$ cat src/rtl/regfile_dump_reader_pkg.sv
// Shared definitions for the register file debug dump reader: FSM encoding
// and the word/byte geometry helpers.
package regfile_dump_reader_pkg;

    localparam int NB_STATE = 3;

    localparam logic [NB_STATE-1:0] ST_IDLE    = 3'd0;
    localparam logic [NB_STATE-1:0] ST_CAPTURE = 3'd1;
    localparam logic [NB_STATE-1:0] ST_SEND    = 3'd2;
    localparam logic [NB_STATE-1:0] ST_NEXT    = 3'd3;
    localparam logic [NB_STATE-1:0] ST_DONE    = 3'd4;

    localparam int NB_REG_DEF  = 32;
    localparam int NB_ADDR_DEF = 5;
    localparam int NB_BYTE_DEF = 8;

    localparam int BYTES_PER_REG = NB_REG_DEF / NB_BYTE_DEF;
    localparam int NUM_REGS      = 2 ** NB_ADDR_DEF;

    function automatic int cnt_width(input int n);
        return (n > 1) ? $clog2(n) : 1;
    endfunction

endpackage

$ cat src/rtl/word_serializer.sv
// Holds one captured register word and hands it out MSB byte first over a
// valid/ready stream; valid stays up until the final byte is accepted.
module word_serializer
    import regfile_dump_reader_pkg::*;
#(
    parameter int NB_REG  = NB_REG_DEF,
    parameter int NB_BYTE = NB_BYTE_DEF
) (
    input  logic               clk,
    input  logic               rst_n,
    input  logic               load,
    input  logic [NB_REG-1:0]  word,
    output logic [NB_BYTE-1:0] tx_data,
    output logic               tx_valid,
    input  logic               tx_ready,
    output logic               last_accepted
);

    localparam int BPR    = NB_REG / NB_BYTE;
    localparam int NB_CNT = cnt_width(BPR);
    localparam logic [NB_CNT-1:0] LAST_BYTE = NB_CNT'(BPR - 1);

    logic [NB_REG-1:0] shift;
    logic [NB_CNT-1:0] byte_cnt;
    logic              handshake;

    assign handshake     = tx_valid & tx_ready;
    assign last_accepted = handshake && (byte_cnt == LAST_BYTE);
    assign tx_data       = shift[NB_REG-1 -: NB_BYTE];

    always_ff @(posedge clk or negedge rst_n) begin
        if (!rst_n) begin
            shift    <= '0;
            byte_cnt <= '0;
            tx_valid <= 1'b0;
        end else if (load) begin
            shift    <= word;
            byte_cnt <= '0;
            tx_valid <= 1'b1;
        end else if (last_accepted) begin
            tx_valid <= 1'b0;
        end else if (handshake) begin
            shift    <= shift << NB_BYTE;
            byte_cnt <= byte_cnt + 1'b1;
        end
    end

endmodule

$ cat src/rtl/regfile_dump_reader.sv
// Walks every register through the debug port and streams each word out as
// bytes; o_busy lets the top level freeze the pipeline for a clean snapshot.
module regfile_dump_reader
    import regfile_dump_reader_pkg::*;
#(
    parameter int NB_REG  = NB_REG_DEF,
    parameter int NB_ADDR = NB_ADDR_DEF,
    parameter int NB_BYTE = NB_BYTE_DEF
) (
    input  logic               i_clk,
    input  logic               i_reset,
    input  logic               i_start,
    output logic               o_busy,
    output logic               o_done,
    output logic [NB_ADDR-1:0] o_dunit_addr,
    input  logic [NB_REG-1:0]  i_dunit_reg,
    output logic [NB_BYTE-1:0] o_tx_data,
    output logic               o_tx_valid,
    input  logic               i_tx_ready
);

    localparam logic [NB_ADDR-1:0] ADDR_LAST = '1;

    logic [NB_STATE-1:0] state;
    logic [NB_STATE-1:0] next_state;
    logic                load;
    logic                last_accepted;

    always_ff @(posedge i_clk or negedge i_reset) begin
        if (!i_reset) state <= ST_IDLE;
        else          state <= next_state;
    end

    always_comb begin
        next_state = state;
        case (state)
            ST_IDLE:    if (i_start) next_state = ST_CAPTURE;
            ST_CAPTURE: next_state = ST_SEND;
            ST_SEND:    if (last_accepted) next_state = ST_NEXT;
            ST_NEXT:    next_state = (o_dunit_addr == ADDR_LAST) ? ST_DONE : ST_CAPTURE;
            ST_DONE:    next_state = ST_IDLE;
            default:    next_state = ST_IDLE;
        endcase
    end

    always_comb begin
        o_busy = (state != ST_IDLE);
        o_done = (state == ST_DONE);
        load   = (state == ST_CAPTURE);
    end

    // Address is registered a cycle ahead of CAPTURE so the combinational read settles.
    always_ff @(posedge i_clk or negedge i_reset) begin
        if (!i_reset)
            o_dunit_addr <= '0;
        else if (state == ST_IDLE && i_start)
            o_dunit_addr <= '0;
        else if (state == ST_NEXT && o_dunit_addr != ADDR_LAST)
            o_dunit_addr <= o_dunit_addr + 1'b1;
    end

    word_serializer #(
        .NB_REG  (NB_REG),
        .NB_BYTE (NB_BYTE)
    ) u_ser (
        .clk           (i_clk),
        .rst_n         (i_reset),
        .load          (load),
        .word          (i_dunit_reg),
        .tx_data       (o_tx_data),
        .tx_valid      (o_tx_valid),
        .tx_ready      (i_tx_ready),
        .last_accepted (last_accepted)
    );

endmodule

$ cat config.mk
export PLATFORM = sky130hd
export DESIGN_NAME = regfile_dump_reader
export DESIGN_NICKNAME = d
export VERILOG_FILES = /design/src/rtl/regfile_dump_reader_pkg.sv /design/src/rtl/word_serializer.sv /design/src/rtl/regfile_dump_reader.sv
export SDC_FILE = /design/constraint.sdc
export NUM_CORES = 1
export LEC_CHECK = 0
export CORE_ASPECT_RATIO = 0.8
export CORE_MARGIN = 2
export CORE_UTILIZATION = 25
export DETAILED_ROUTE_END_ITERATION = 16
export HOLD_SLACK_MARGIN = 0.02
export SKIP_LAST_GASP = 1
export SLEW_MARGIN = 20
export SYNTH_ARGS = -nofsm -noshare
export SYNTH_HDL_FRONTEND = slang
export SYNTH_SLANG_ARGS = --single-unit
export TNS_END_PERCENT = 1
$ cat constraint.sdc
create_clock -name i_clk -period 2.3 [get_ports i_clk]
set_input_delay 0.46 -clock i_clk [delete_from_list [all_inputs] [get_ports i_clk]]
set_output_delay 0.46 -clock i_clk [all_outputs]
set_load 0.01 [all_outputs]
== Yosys cells after proc, flatten, opt, wreduce, memory -nomap -nowiden ==
Index checks and enable logic that the tools add are counted.

* Bitwise logic cells: 1
* Equal/unequal tests: 10
* Muxes and demuxes: 14
* Reduce and logical (&&, ||, !) cells: 10
* Add/sub/neg operators: 2

{| class="wikitable"
|+ Operators with widths
! cell !! count
|-
| $mux W32 || 3
|-
| $pmux W3 S4 || 1
|-
| $mux W5 || 2
|-
| $mux W3 || 3
|-
| $eq A3 B2 Y1 const B || 2
|-
| $mux W2 || 3
|-
| $ne A2 B2 Y1 const B || 3
|-
| $reduce_bool A2 Y1 || 3
|-
| $add A5 B1 Y5 const B || 1
|-
| $eq A5 B5 Y1 const B || 1
|-
| $ne A5 B5 Y1 const B || 1
|-
| $reduce_and A2 Y1 || 2
|-
| $eq A3 B1 Y1 const B || 1
|-
| $eq A3 B3 Y1 const B || 1
|-
| $logic_and A1 B1 Y1 || 3
|-
| $logic_not A3 Y1 || 1
|-
| $reduce_bool A3 Y1 || 1
|-
| $add A2 B1 Y2 const B || 1
|-
| $eq A2 B2 Y1 const B || 1
|-
| $mux W1 || 2
|-
| $and A1 B1 Y1 || 1
|}

* Logic and storage cells: 42
* Register bits: 43
* Input port bits: 36

== Logic depth before layout (Yosys ltp) ==
Gate-level depths: netlist (run 1).

* Depth in word-level cells: 4
* Depth in mapped cells: 7
* Mapped depth without buffers: 6

== Hierarchy ==
From an unflattened synthesis (run 1), not the netlist that was laid out.

* Cell total of the unflattened synthesis: 222
* Area total of the unflattened synthesis: 2085.8 um^2

{| class="wikitable"
|+ By module, submodules not included
! module !! instances !! area an instance (um^2) !! cells an instance
|-
| word_serializer || 1 || 1664.1 || 187
|-
| regfile_dump_reader || 1 || 421.7 || 35
|}

== Least setup slack after synthesis (run 1) ==
OpenSTA, ideal clock, no wires.

* Path type: reg2reg
* From: register o_dunit_addr[0]
* To: register o_dunit_addr[3]
* Data required time: 2.172 ns
* Slack: 0.531 ns
* Buffers on the path: 1
* Arrival: 1.641 ns
* Clock period less this slack: 1.769 ns
* Cell stages (with the launch flop): 8
* Path through: dfrtp_1 -> ha_1 -> and3_1 -> ha_1 -> and4bb_2 -> buf_4 -> nand4_1 -> mux2i_1

* Longest elaborated chain between the ends: 3
* Elaborated cells on any way between the ends: 6
* Classes of those cells: 1 x add/sub; 1 x eq/ne; 2 x mux; 2 x reduce/logical

{| class="wikitable"
|+ Ends and longest elaborated chain
! what !! RTL line !! RTL
|-
| start, declared || regfile_dump_reader.sv:15 || <nowiki>output logic [NB_ADDR-1:0] o_dunit_addr,</nowiki>
|-
| start signal, assigned || regfile_dump_reader.sv:59 || <nowiki>o_dunit_addr <= o_dunit_addr + 1'b1;</nowiki>
|-
| $add A5 B1 Y5 / $ne A5 B5 Y1 (equally long branches) || regfile_dump_reader.sv:59, regfile_dump_reader.sv:58 ||
|-
| $mux W5 / $logic_and A1 B1 Y1 (equally long branches) || regfile_dump_reader.sv:58 || <nowiki>else if (state == ST_NEXT && o_dunit_addr != ADDR_LAST)</nowiki>
|-
| $mux W5 / $reduce_bool A2 Y1 (equally long branches) || - ||
|}

Several ways; a longest one is shown, not always the timed one. The select of a mux whose other input is x is not followed.
A chain may end at the register's enable or synchronous reset.

== Worst setup path in the final report (run 1) ==
* From: register state[1]
* To: output o_busy

* Longest elaborated chain between the ends: 1

{| class="wikitable"
|+ Ends and longest elaborated chain
! what !! RTL line !! RTL
|-
| start, declared || regfile_dump_reader.sv:24 || <nowiki>logic [NB_STATE-1:0] state;</nowiki>
|-
| start signal, assigned || regfile_dump_reader.sv:31 || <nowiki>else state <= next_state;</nowiki>
|-
| $reduce_bool A3 Y1 || regfile_dump_reader.sv:47 || <nowiki>o_busy = (state != ST_IDLE);</nowiki>
|-
| end, declared || regfile_dump_reader.sv:13 || <nowiki>output logic o_busy,</nowiki>
|}

No other way between the ends.

==> qor.yml, run 1 <==
outcome:
  outcome: "finished clean"
clock_network:
  cts_hold_buffers: 0
  htreeDepth: 2
  cts_setup_buffers: 0
  clockBufferDepth: 2
  cts_buffers: 5
  clock-sinks: 43
  root_buffer: "clkbuf_8"
  tritoncts: "done"
  clk_pin_slew_ns: 0.08
  cts-resized-gates: 0
  clk_latency_ns: 0.30
yosys:
  synth_warnings: 0
  synth_area_um2: 2043
  yosysSeqAreaShare_pct: 52.66
  synthDistinctLibCells: 28
  synthCells: 212
  ys_ff_latch: 43
  syn-num-nets: 251
  synth.avg_cell_area_um2: 9.638
timing:
  setup_viol: 0
  fin_tns_setup_ns: 0
  period_share_pct: 93.65
  hold_violations: 0
  fin_skew_ns: 0.008732
  max_slew_margin_pct: 43.14
  fmax_mhz: 464.2
  layout_min_cycle_time_ns: 2.154
  worstMarginPinSlew_ns: 0.8529
  drv_slew: 0
  rsz0062_at_grt: "false"
power:
  p_clk_share_pct: 17.8
  p_int_uw: 2174
  p_leak_uw: 0.001152
  pwr-share-seq_pct: 40.9
  p_sw_uw: 1220
  combPwrFrac_pct: 41.3
  power_switching_share_pct: 35.95
  p_per_area_nw_per_um2: 1278
  vdd_drop_max_mv: 0.3834
critical_path:
  critPathKind: "flip-flop to output port"
  crit_required_ns: 1.84
  cp-end-kind: "output port"
  crit_path_max_fanout: 10
  cp-start-kind: "flip-flop"
  arrival_ns: 1.69
  rrSetupSlack_ns: 0.47
placed_design:
  hpwlAfterDp_um: 3153
  numPortBuffers: 51
  gp_congestion: 0.6997
floorplanning:
  start_util_pct: 25.71
  dieHeight_um: 84.86
  fp-row-count: 29
  ios: 52
  coreArea_um2: 7946
  die_area_um2: 8917
  die_w_um: 105.1
final_layout:
  most-common-layout-cells: "a21oi_1, clkdlybuf4s50_1, dfrtp_1, nand2_1, nor2_1"
  fin_util_pct: 33.43
  final_nets: 289
  syn_to_final_growth_pct: 30.01
  layout-drive-gt1-share_pct: 6.375
  antenna_cells: 0
grt:
  grt_pass1_vias: 1532
  grt_usage_pct: 10.70
  antenna_found_initial: 0
  grt_max_degree: 44
  grt_pass1_wl_um: 7500
  overflow: 0
drt:
  vias: 1545
  drtPass1Iterations: 4
  wirelength_um: 4581
  avgViaCountPerCell: 4.304
  wl_per_cell_um: 12.76
  antenna_left: 0
  drtIter0Drc: 71
  drc: 0
worst_hold_path:
  hp-class: "input port to asynchronous set/reset pin"
run:
  cap_viol_max_count: 0
critical path, stage by stage, from the launching register on:
cell,delay (ns)
dfrtp_1,0.51
or3_1,0.41
clkdlybuf4s50_1,0.48
path summary, 6_finish.rpt:
check,from,endpoint,cells past startpoint
max,state[1]$_DFFE_PN0P_,o_busy,2
min,i_reset,u_ser.shift[25]$_DFFE_PN0P_,1
max reg2reg,o_dunit_addr[0]$_DFFE_PN0P_,o_dunit_addr[1]$_DFFE_PN0P_,6
min reg2reg,o_dunit_addr[3]$_DFFE_PN0P_,o_dunit_addr[3]$_DFFE_PN0P_,1
max in group asynchronous,i_reset,u_ser.tx_valid$_DFFE_PN0P_,1
min in group i_clk,o_dunit_addr[3]$_DFFE_PN0P_,o_dunit_addr[3]$_DFFE_PN0P_,1
final cells by class:
| class | instances | area, µm² |
|---|---|---|
| tap | 108 | 135.1 |
| fill | 808 | 5290 |
| clock buffer | 6 | 82.58 |
| inverter | 1 | 3.754 |
| multi-input combinational | 145 | 793.3 |
| sequential | 43 | 1076 |
| clock inverter | 2 | 35.03 |
| timing repair buffer | 54 | 530.5 |
routing by layer:
layer	track usage (%)	up-vias	wire, µm
met5	0	-	0
met4	4.000	0	47
met3	4.992	2	414
met2	14.70	50	1941
met1	14.63	705	2177
li1	-	788	-
logic make-up (layout without fill, tap and decap cells):
| group | count (synthesis) | after routing | share of synthesized area (%) |
|---|---|---|---|
| AND/OR/NAND/NOR | 76 | 76 | 17.58 |
| AO/OA/AOI/OAI | 59 | 59 | 16.17 |
| flip-flops | 43 | 43 | 52.66 |
| buffers and inverters | 24 | 63 | 8.512 |
| multiplexers | 4 | 4 | 1.960 |
| adder cells (fa/ha/maj) | 3 | 3 | 1.837 |
| XOR/XNOR | 3 | 3 | 1.286 |
synth_stat cells (all sizes together):
library cell / instances / area share (%)
dfrtp: 43 / 53
nand4: 1 / 0.31
ha: 3 / 1.8
or3b: 1 / 0.43
nand2: 30 / 5.5
a22o: 8 / 3.4
nor3b: 2 / 1.3
inv: 1 / 0.18
and3b: 1 / 0.43
nor4b: 1 / 0.73
and4bb: 1 / 0.61
o211a: 1 / 0.49
xnor2: 3 / 1.3
nand3: 1 / 0.24
buf: 21 / 8.0
nand2b: 3 / 0.92
mux2i: 4 / 2.0
a21oi: 50 / 12
or3: 1 / 0.31
nor3: 2 / 0.49
and3: 1 / 0.31
nor2: 30 / 5.6
nand3b: 1 / 0.37
clkbuf: 2 / 0.37
state kept, by name, summed over array words and instances, names as in the netlist:
name and flops:
o_dunit_addr 5, state 3, u_ser.byte_cnt 2, u_ser.shift 32, u_ser.tx_valid 1
power by group through the flow:
stage	combinational [µW]	sequential [µW]	clock [µW]
3_5_place_dp	1410	1400	0
5_1_grt	1570	1440	665
6_report	1400	1390	604
3_3_place_gp	1380	1390	0
4_1_cts	1420	1390	622
2_1_floorplan	1170	1310	0
stage by stage:
stage | hold WS, ns | worst slack, ns | std cells | total power (µW) | area, µm²
6_report | 0.1488 | 0.1459 | 359 | 3394 | 2656
3_3_place_gp | 0.4903 | 0.4476 | 351 | 2769 | 2536
4_1_cts | 0.3555 | 0.1288 | 359 | 3427 | 2654
3_5_place_dp | 0.4954 | 0.4272 | 351 | 2813 | 2536
2_1_floorplan | 0.1644 | 0.5313 | 212 | 2481 | 2043
5_1_grt | 0.1806 | 0.07278 | 359 | 3676 | 2656
(Power assumes the default switching activity.)
==> run 2: changes to the inputs <==
Settings changed: GPL_ROUTABILITY_DRIVEN set to 0, RECOVER_POWER set to 50.
==> run 2 against run 1 <==
Compared with the run above:
- combinational power hardly changed
- critical path depth stayed put
- sequential share of layout area is 0.096 points higher
- clock-buffer cell count stayed put
- highest routed layer unchanged
- cell area is 0.24% lower
- largest cell class unchanged
- non-clock buffer count stayed put
- fmax hardly changed
- worst hold slack better by 0.21 ns
- cell count stayed put
- global-route usage stayed put
==> qor.yml, run 2 (same netlist as run 1, synthesis figures left out) <==
outcome:
  outcome: "finished clean"
final_layout:
  antenna_cells: 0
  reg_top3: "u_ser.shift x32, o_dunit_addr x5, state x3"
  final_nets: 289
  largest_reg_flops: 32
  most-common-layout-cells: "a21oi_1, clkdlybuf4s50_1, dfrtp_1, nand2_1, nor2_1"
  layout-drive-gt1-share_pct: 5.976
  syn_to_final_growth_pct: 29.70
  regMostFlops: "u_ser.shift"
  final_common_cell: "a21oi_1"
critical_path:
  cp-end-kind: "output port"
  crit_required_ns: 1.84
  arrival_ns: 1.70
  rrSetupSlack_ns: 0.44
  critPathKind: "flip-flop to output port"
  crit_path_max_fanout: 10
  cp-start-kind: "flip-flop"
drt:
  drc: 0
  avgViaCountPerCell: 4.273
  antenna_left: 0
  vias: 1534
  drtIter0Drc: 71
  drtPass1Iterations: 4
  wirelength_um: 4572
  wl_per_cell_um: 12.74
grt:
  grt_pass1_vias: 1532
  overflow: 0
  grt_pass1_wl_um: 7500
  grt_usage_pct: 10.70
  antenna_found_initial: 0
  grt_max_degree: 44
timing:
  period_share_pct: 93.71
  drv_slew: 0
  setup_ws_ns: 0.1447
  worstMarginPinSlew_ns: 1.092
  fin_skew_ns: 0.008488
  fmax_mhz: 464.0
  setup_viol: 0
  fin_tns_setup_ns: 0
  rsz0062_at_grt: "false"
  max_slew_margin_pct: 27.23
  layout_min_cycle_time_ns: 2.155
  hold_violations: 0
clock_network:
  clock-sinks: 43
  clockBufferDepth: 2
  root_buffer: "clkbuf_8"
  clk_latency_ns: 0.30
  clk_pin_slew_ns: 0.08
  cts_hold_buffers: 0
  cts_setup_buffers: 0
  cts_buffers: 5
  cts-resized-gates: 0
  tritoncts: "done"
  htreeDepth: 2
power:
  p_int_uw: 2170
  p_clk_share_pct: 17.8
  vdd_drop_max_mv: 0.3805
  power_switching_share_pct: 35.97
  p_per_area_nw_per_um2: 1279
  p_sw_uw: 1219
  pwr-share-seq_pct: 41.0
  p_leak_uw: 0.001148
  combPwrFrac_pct: 41.2
floorplanning:
  die_w_um: 105.1
  ios: 52
  fp-row-count: 29
  start_util_pct: 25.71
  dieHeight_um: 84.86
  die_area_um2: 8917
  coreArea_um2: 7946
worst_hold_path:
  hp-class: "input port to asynchronous set/reset pin"
placed_design:
  numPortBuffers: 51
  hpwlAfterDp_um: 3153
  pre_cts_ws_ns: 0.4272
run:
  cap_viol_max_count: 0
[run 2: worst max-delay path, stage by stage (launching register included)]
cell and delay, ns:
dfrtp_1 0.51, or3_1 0.41, clkdlybuf4s50_1 0.48
[run 2: metrics by stage]
| step | instance area (µm²) | hold WS [ns] | util [%] | std cells | power, µW |
|---|---|---|---|---|---|
| after global routing | 2650 | 0.4426 | 33.35 | 359 | 3671 |
| after floorplan | 2043 | 0.1644 | - | 212 | 2481 |
| final | 2650 | 0.3547 | 33.35 | 359 | 3388 |
| after CTS | 2654 | 0.3555 | 33.40 | 359 | 3427 |
| after global placement | 2536 | 0.4903 | 31.92 | 351 | 2769 |
| after detailed placement | 2536 | 0.4954 | 31.92 | 351 | 2813 |
[run 2: power groups by stage]
stage / sequential, µW / clock (µW) / combinational, µW
final: 1390 / 604 / 1400
after global routing: 1440 / 665 / 1570
after CTS: 1390 / 622 / 1420
after detailed placement: 1400 / 0 / 1410
after global placement: 1390 / 0 / 1380
after floorplan: 1310 / 0 / 1170
[run 2: final cells by class]
class	instances	area, µm²
flip-flops and latches	43	1076
well taps	108	135.1
inverters	1	3.754
multi-input cells	145	793.3
fillers	810	5296
clock inverters	2	35.03
clock buffers	6	82.58
repair buffers	54	524.3
[run 2: final timing paths]
path / startpoint / to / cells past startpoint
worst max-delay path: state[1]$_DFFE_PN0P_ / o_busy / 2
worst min-delay path: i_reset / u_ser.shift[25]$_DFFE_PN0P_ / 1
worst max register to register: u_ser.byte_cnt[0]$_DFFE_PN0P_ / u_ser.shift[19]$_DFFE_PN0P_ / 5
worst min register to register: o_dunit_addr[3]$_DFFE_PN0P_ / o_dunit_addr[3]$_DFFE_PN0P_ / 1
max in group asynchronous: i_reset / u_ser.tx_valid$_DFFE_PN0P_ / 1
min in group i_clk: o_dunit_addr[3]$_DFFE_PN0P_ / o_dunit_addr[3]$_DFFE_PN0P_ / 1
[run 2: metal layers]
metal  share of wire, %  vias up  track usage, %
met5                  0        -               0
met4                1.0        0           4.000
li1                   -      788               -
met3                8.6        2           4.992
met2                 42       43           14.70
met1                 48      701           14.63
